**src/rtl/ram_requester.sv**
```systemverilog
// ram_requester: drives the start/done side of the 32-over-16-bit RAM controller (ram_control)
// on behalf of the cache. It accepts one 32-bit word load or store per transaction through a
// valid/ready handshake, and converts the byte address into a halfword base. It then pulses
// the matching start and holds base/data stable until done. Finally it returns data and status
// through a valid/ready response. Misaligned requests are rejected without touching the RAM.
// A missing done within TIMEOUT_CYCLES raises a sticky fault. While the fault is set, every
// later request is rejected.
//
// Ports:
//   clk, reset_n                 clock, asynchronous active-low reset
//   req_valid/req_ready          request handshake; req_we, req_addr, req_wdata carry the request
//   resp_valid/resp_ready        response handshake; resp_rdata, resp_err carry the response
//   fault                        sticky timeout flag, cleared only by reset
//   ram_rd_start/ram_wr_start    one-cycle start pulses to ram_control
//   ram_rd_addr_base/ram_wr_addr_base   halfword index of the low half (high half at base+1)
//   ram_wr_data_in               word to store
//   ram_rd_done/ram_wr_done      completion pulses from ram_control
//   ram_rd_data_out              assembled read word, valid while ram_rd_done is high
module ram_requester #(
  parameter int unsigned TIMEOUT_CYCLES = 16
) (
  input  logic        clk,
  input  logic        reset_n,
  input  logic        req_valid,
  output logic        req_ready,
  input  logic        req_we,
  input  logic [31:0] req_addr,
  input  logic [31:0] req_wdata,
  output logic        resp_valid,
  input  logic        resp_ready,
  output logic [31:0] resp_rdata,
  output logic        resp_err,
  output logic        fault,
  output logic        ram_rd_start,
  output logic        ram_wr_start,
  output logic [31:0] ram_rd_addr_base,
  output logic [31:0] ram_wr_addr_base,
  output logic [31:0] ram_wr_data_in,
  input  logic        ram_rd_done,
  input  logic        ram_wr_done,
  input  logic [31:0] ram_rd_data_out
);

  localparam int unsigned CntW = (TIMEOUT_CYCLES > 2) ? $clog2(TIMEOUT_CYCLES) : 1;
  localparam logic [CntW-1:0] CntLast = CntW'(TIMEOUT_CYCLES - 1);

  typedef enum logic [1:0] {StIdle, StIssue, StWait, StResp} state_e;

  state_e          state_q;
  logic            we_q;
  logic [31:0]     base_q;
  logic [31:0]     wdata_q;
  logic [CntW-1:0] cnt_q;

  // ram_control samples these combinationally, so they only change when a request is accepted.
  assign ram_rd_addr_base = base_q;
  assign ram_wr_addr_base = base_q;
  assign ram_wr_data_in   = wdata_q;

  always_ff @(posedge clk or negedge reset_n) begin
    if (!reset_n) begin
      state_q      <= StIdle;
      we_q         <= 1'b0;
      base_q       <= '0;
      wdata_q      <= '0;
      cnt_q        <= '0;
      req_ready    <= 1'b1;
      resp_valid   <= 1'b0;
      resp_rdata   <= '0;
      resp_err     <= 1'b0;
      fault        <= 1'b0;
      ram_rd_start <= 1'b0;
      ram_wr_start <= 1'b0;
    end else begin
      // Starts are single-cycle pulses; they are only raised on the accepting edge.
      ram_rd_start <= 1'b0;
      ram_wr_start <= 1'b0;
      unique case (state_q)
        StIdle: begin
          if (req_valid) begin
            we_q      <= req_we;
            base_q    <= {1'b0, req_addr[31:1]};
            wdata_q   <= req_wdata;
            req_ready <= 1'b0;
            if (fault || (req_addr[1:0] != 2'b00)) begin
              state_q    <= StResp;
              resp_valid <= 1'b1;
              resp_err   <= 1'b1;
              resp_rdata <= '0;
            end else begin
              state_q <= StIssue;
              if (req_we) begin
                ram_wr_start <= 1'b1;
              end else begin
                ram_rd_start <= 1'b1;
              end
            end
          end
        end
        StIssue: begin
          cnt_q   <= '0;
          state_q <= StWait;
        end
        StWait: begin
          cnt_q <= cnt_q + CntW'(1);
          // A done of the other direction is not ours and is ignored.
          if (we_q ? ram_wr_done : ram_rd_done) begin
            state_q    <= StResp;
            resp_valid <= 1'b1;
            resp_err   <= 1'b0;
            resp_rdata <= we_q ? 32'h0 : ram_rd_data_out;
          end else if (cnt_q == CntLast) begin
            state_q    <= StResp;
            fault      <= 1'b1;
            resp_valid <= 1'b1;
            resp_err   <= 1'b1;
            resp_rdata <= '0;
          end
        end
        StResp: begin
          if (resp_ready) begin
            state_q    <= StIdle;
            resp_valid <= 1'b0;
            resp_err   <= 1'b0;
            resp_rdata <= '0;
            req_ready  <= 1'b1;
          end
        end
        default: state_q <= StIdle;
      endcase
    end
  end

endmodule
```
**config.mk**
```make
export PLATFORM = sky130hd
export DESIGN_NAME = ram_requester
export DESIGN_NICKNAME = d
export VERILOG_FILES = /design/src/rtl/ram_requester.sv
export SDC_FILE = /design/constraint.sdc
export NUM_CORES = 1
export LEC_CHECK = 0
export CORE_ASPECT_RATIO = 2
export CORE_MARGIN = 2
export CORE_UTILIZATION = 35
export CTS_BUF_LIST = sky130_fd_sc_hd__clkbuf_8 sky130_fd_sc_hd__clkbuf_16
export CTS_CLUSTER_SIZE = 25
export DETAILED_ROUTE_END_ITERATION = 7
export GPL_ROUTABILITY_DRIVEN = 0
export PLACE_DENSITY = 0.74
export SLEW_MARGIN = 0
export SYNTH_ARGS = -nofsm -noshare
export SYNTH_HDL_FRONTEND = slang
export SYNTH_SLANG_ARGS = --single-unit
```
**constraint.sdc**
```tcl
create_clock -name clk -period 1.8 [get_ports clk]
set_input_delay 0.36 -clock clk [delete_from_list [all_inputs] [get_ports clk]]
set_output_delay 0.36 -clock clk [all_outputs]
set_load 0.005 [all_outputs]
```
---- Word level (Yosys, flattened, before mapping) ----
Cells that the tools add are included.
storage, ports and cells
  bits in registers ....................... 108
  input port bits ......................... 103
  output and inout bits ................... 134
  logic and storage cells ................. 67
cells by class
  $add $sub $neg .......................... 1
  equality and inequality tests ........... 8
  muxes and demuxes ....................... 34
  bitwise gates (word level) .............. 1
  reductions and logical operators ........ 11
operators by type and width
  kind                                           number
  two-way mux 32 bit                             6
  case mux 32 bit (3 select lines)               1
  two-way mux 1 bit                              17
  two-way mux 2 bit                              5
  AND reduction 3 bit                            3
  case mux 2 bit (4 select lines)                1
  case mux 4 bit (2 select lines)                1
  != test 2 bit, second input constant           3
  case mux 1 bit (3 select lines)                2
  nonzero test 2 bit                             3
  AND reduction 5 bit                            1
  adder 4 x 1 -> 4 bit, second input constant    1
  == test 2 bit, second input constant           2
  == test 4 bit, second input constant           1
  != test 3 bit, second input constant           1
  nonzero test 3 bit                             1
  == test 2 x 1 -> 1 bit, second input constant  1
  zero test 2 bit                                1
  case mux 1 bit (2 select lines)                1
  AND reduction 2 bit                            1
  logical OR 1 bit                               1
  NOT 1 bit                                      1

---- Depth between registers and ports, before layout ----
  depth in word-level cells ............... 5
  depth in mapped cells ................... 7
  depth with buffers taken out ............ 6

---- Least setup slack after synthesis ----
Ideal clock, no wire load.
  kind .................................... flip-flop to flip-flop
  start ................................... reg state_q[0]
  end ..................................... reg resp_rdata[0]
  library setup time ...................... 124 ps
  arrival time ............................ 1,636 ps
  data required time ...................... 1,676 ps
  setup slack ............................. 40 ps
  cell stages (with the launch flop) ...... 8
  buffers on the path ..................... 1
  period minus slack after synthesis ...... 1,760 ps
  path through ............................ dfrtp_1 > inv_1 > ha_1 > nor2b_4 > a2111oi_4 > nand2_4 > buf_6 > mux2i_1
between the ends
  longest elaborated chain between the ends .. 3
  elaborated cells on any way between the ends .. 10
  classes of those cells .................. 6 x eq/ne; 1 x mux; 3 x reduce/logical
ends and longest elaborated chain
  item                                              RTL line  source
  start: declaration                                49        state_e state_q;
  start signal: assignment                          62        state_q <= StIdle;
  start signal: assignment                          86        state_q <= StResp;
  start signal: assignment                          91        state_q <= StIssue;
  == test 2 bit or zero test 2 bit (tied branches)  78        unique case (state_q)
  != test 3 bit (no line) (tied with other cells)   n/a
  AND reduction 5 bit (no line)                     n/a
  end signal: assignment                            111       resp_rdata <= we_q ? 32'h0 : ram_rd_data_out;
  end: declaration                                  31        output logic [31:0] resp_rdata,
Parallel ways exist; a longest one is shown, timed or not.
A chain may end at the register's enable or synchronous reset.

---- Final worst setup path ----
  start ................................... reg state_q[1]
  end ..................................... reg resp_rdata[12]
The elaborated chain is that of the path after synthesis.

==> reports/summary.txt <==
CP required: 2.07 ns
Iter 0 DRT Violations: 126
Failing checks: setup timing
Placed Cells: 732
Fraction of layout cells with a size suffix above 1: 0.200
Tcrit/Tclk final: 1.01
Crit Path Max Fanout: 7
Syn-to-layout area delta: 60.3%
Total GRT Usage: 0.160
Area leader, netlist: dfrtp_1
Setup Viol. Count Final: 6
Residual DRC: 0
Pin count of the biggest net entering global routing: 49
Setup ws final: -0.0122 ns
CP endpoint kind: flop
Initial Utilization: 0.354
Tot Pwr: 12.3 mW
Drt via density: 4.70
GRT overflow: 0
Die Y: 168 um
Worst hold margin: 0.491 ns
Avg WL per Cell: 15.7 um
CP Class: reg2reg
Final Cell Area: 7540 um^2
Ant. Diodes: 0
Max-slew violations: 0
Post-synth cell types: 32
Routed Antenna Nets: 0
DP HPWL: 8770 um
Final net count: 703
Post-synth top area share: 0.569
Setup TNS Final: -0.0379 ns
Root Buffer: clkbuf_16
Port buffer count: 234
Number of top-level pins: 237
CORE AREA: 13,300 um^2
Routed vias: 3,541
WP data arrival: 2.08 ns
Post-synthesis cell count: 371
Placed Area: 7120 um^2
Worst-Skew Late Latency: 0.35 ns
Seq/Total Area, Yosys: 0.575
Die width: 86.0 um
Finished Layout Cells: 754
Util after Layout: 0.568
Dpl ws: -0.259 ns
PD cells: 1630 nW/um^2
Max clock buf depth: 2
Post-Syn Area: 4710 um^2
TritonRoute pass-1 iters: 4
Avg Cell Area, Syn: 12.7 um^2
Hold Path Class: in2async
Num CTS Buffers: 9
Max-cap viol count: 0
FMAX: 552 MHz
Num rows: 60
Final hold viol count: 0
Die area: 14,400 um^2
CTS tree: built
Crit start category: flop
Fillers: 1,106
Synthesized flop and latch total: 108
Lkg Pwr: 3.24 nW
Ys Warns: 0
CTS H-tree lvls: 3
R2R Setup Slk: -0.01 ns
RSZ-0062 raised after global routing: true
Total Wirelength: 11,800 um
Vias in the first global route: 3,581
Minimum clock period: 1.81 ns
Peak VDD IR: 845 uV
Setup Skew: 0.00812 ns
Initial antenna violation count: 0
First-pass GRT wire length: 18,200 um
Ranking of synthesized cells by area: dfrtp_1 57%, mux2_2 16%, mux2i_1 7.0%, buf_4 5.3%, inv_1 3.0%
CTS clk-pin slew, worst paths: 0.08 ns
Outcome: complete, but fails checks
Num Clock Sinks: 108
state kept, by name (all words and copies together), names as in the netlist:
name / cells
ram_wr_data_in: 32
resp_rdata: 32
ram_rd_addr_base: 31
cnt_q: 4
state_q: 2
fault: 1
ram_rd_start: 1
ram_wr_start: 1
req_ready: 1
resp_err: 1
resp_valid: 1
we_q: 1
layer usage:
layer  global-route usage  vias up  wire length (um)  part of all wire
met5                    0        -                 0                 0
met2                0.252      205              5470              0.46
met4               0.0393        0                99            0.0084
li1                     -     1632                 -                 -
met3               0.0627        6              1270              0.11
met1                0.207     1698              4960              0.42
critical path, stage by stage, from the launching register on:
cell	delay, ns
dfrtp_1	0.40
inv_2	0.07
buf_4	0.15
ha_4	0.16
a2111oi_4	0.40
nand2_4	0.19
clkbuf_16	0.22
mux2i_1	0.16
where the power goes:
part | leakage [nW] | internal, mW | switching [mW] | total [mW]
clock network | 0.138 | 0.977 | 0.964 | 1.94
logic | 1.76 | 4.15 | 2.09 | 6.25
registers | 1.35 | 3.45 | 0.667 | 4.11
path summary, 6_finish.rpt:
| kind | cells after the start | start | endpoint |
|---|---|---|---|
| max | 7 | state_q[1] | resp_rdata[12] |
| min | 2 | reset_n | resp_valid |
| max reg2reg | 7 | state_q[1] | resp_rdata[12] |
| min reg2reg | 1 | ram_wr_data_in[24] | ram_wr_data_in[24] |
| max in group asynchronous | 3 | reset_n | ram_wr_data_in[9] |
| min in group clk | 1 | ram_wr_data_in[24] | ram_wr_data_in[24] |
what timing repair did:
action,in CTS,in global routing
setup buffers,0,2
hold buffers,1,0
setup endpoints to repair,4,35
pin swaps,1,2
gates resized for setup,0,12
hold endpoints to repair,19,0
gates cloned,0,3
synth_stat cells:
library cell / number
a2111oi_4: 1
a21oi_1: 2
a311oi_1: 1
a31oi_1: 1
and2_1: 1
and3b_1: 1
and4_1: 1
and4b_1: 1
buf_2: 5
buf_4: 33
buf_6: 3
clkbuf_1: 8
conb_1: 1
dfrtp_1: 107
dfstp_2: 1
ha_1: 6
inv_1: 38
mux2_2: 65
mux2i_1: 33
nand2_1: 35
nand2_4: 1
nand3_1: 5
nand3b_1: 1
nor2_1: 2
nor2b_1: 2
nor2b_4: 1
nor3_1: 1
nor3b_1: 2
o211ai_1: 1
o21ai_0: 9
o21bai_1: 1
or2_2: 1
cell families after synthesis:
kind of cell               Yosys count  share of synthesized area
AOI/OAI and AO/OA                   16                     0.0239
adders and majority gates            6                     0.0160
buffers and inverters               87                      0.102
DFF                                108                      0.575
and+or+nand+nor                     55                     0.0572
muxes                               98                      0.226
other                                1                   0.000797
placed cells by master, fill, tap and decap left out, types with 3 or more instances in the layout:
master,instances
clkdlybuf4s50_1,232
dfrtp_1,107
mux2_2,65
inv_1,36
nand2_1,34
mux2i_1,31
buf_4,16
clkbuf_16,11
o21ai_0,9
nand3_1,5
buf_12,5
ha_1,3
inv_8,3
buf_6,3
final cells by class:
type	count	area, um^2	share of cell area
inverter	38	143	0.0189
clock inverter	7	66.3	0.00879
sequential	108	2700	0.358
clock buffer	9	225	0.0299
tap	155	194	0.0257
multi-input combinational	177	1560	0.207
timing repair buffer	260	2650	0.351
Power figures use the tool's default switching activity.
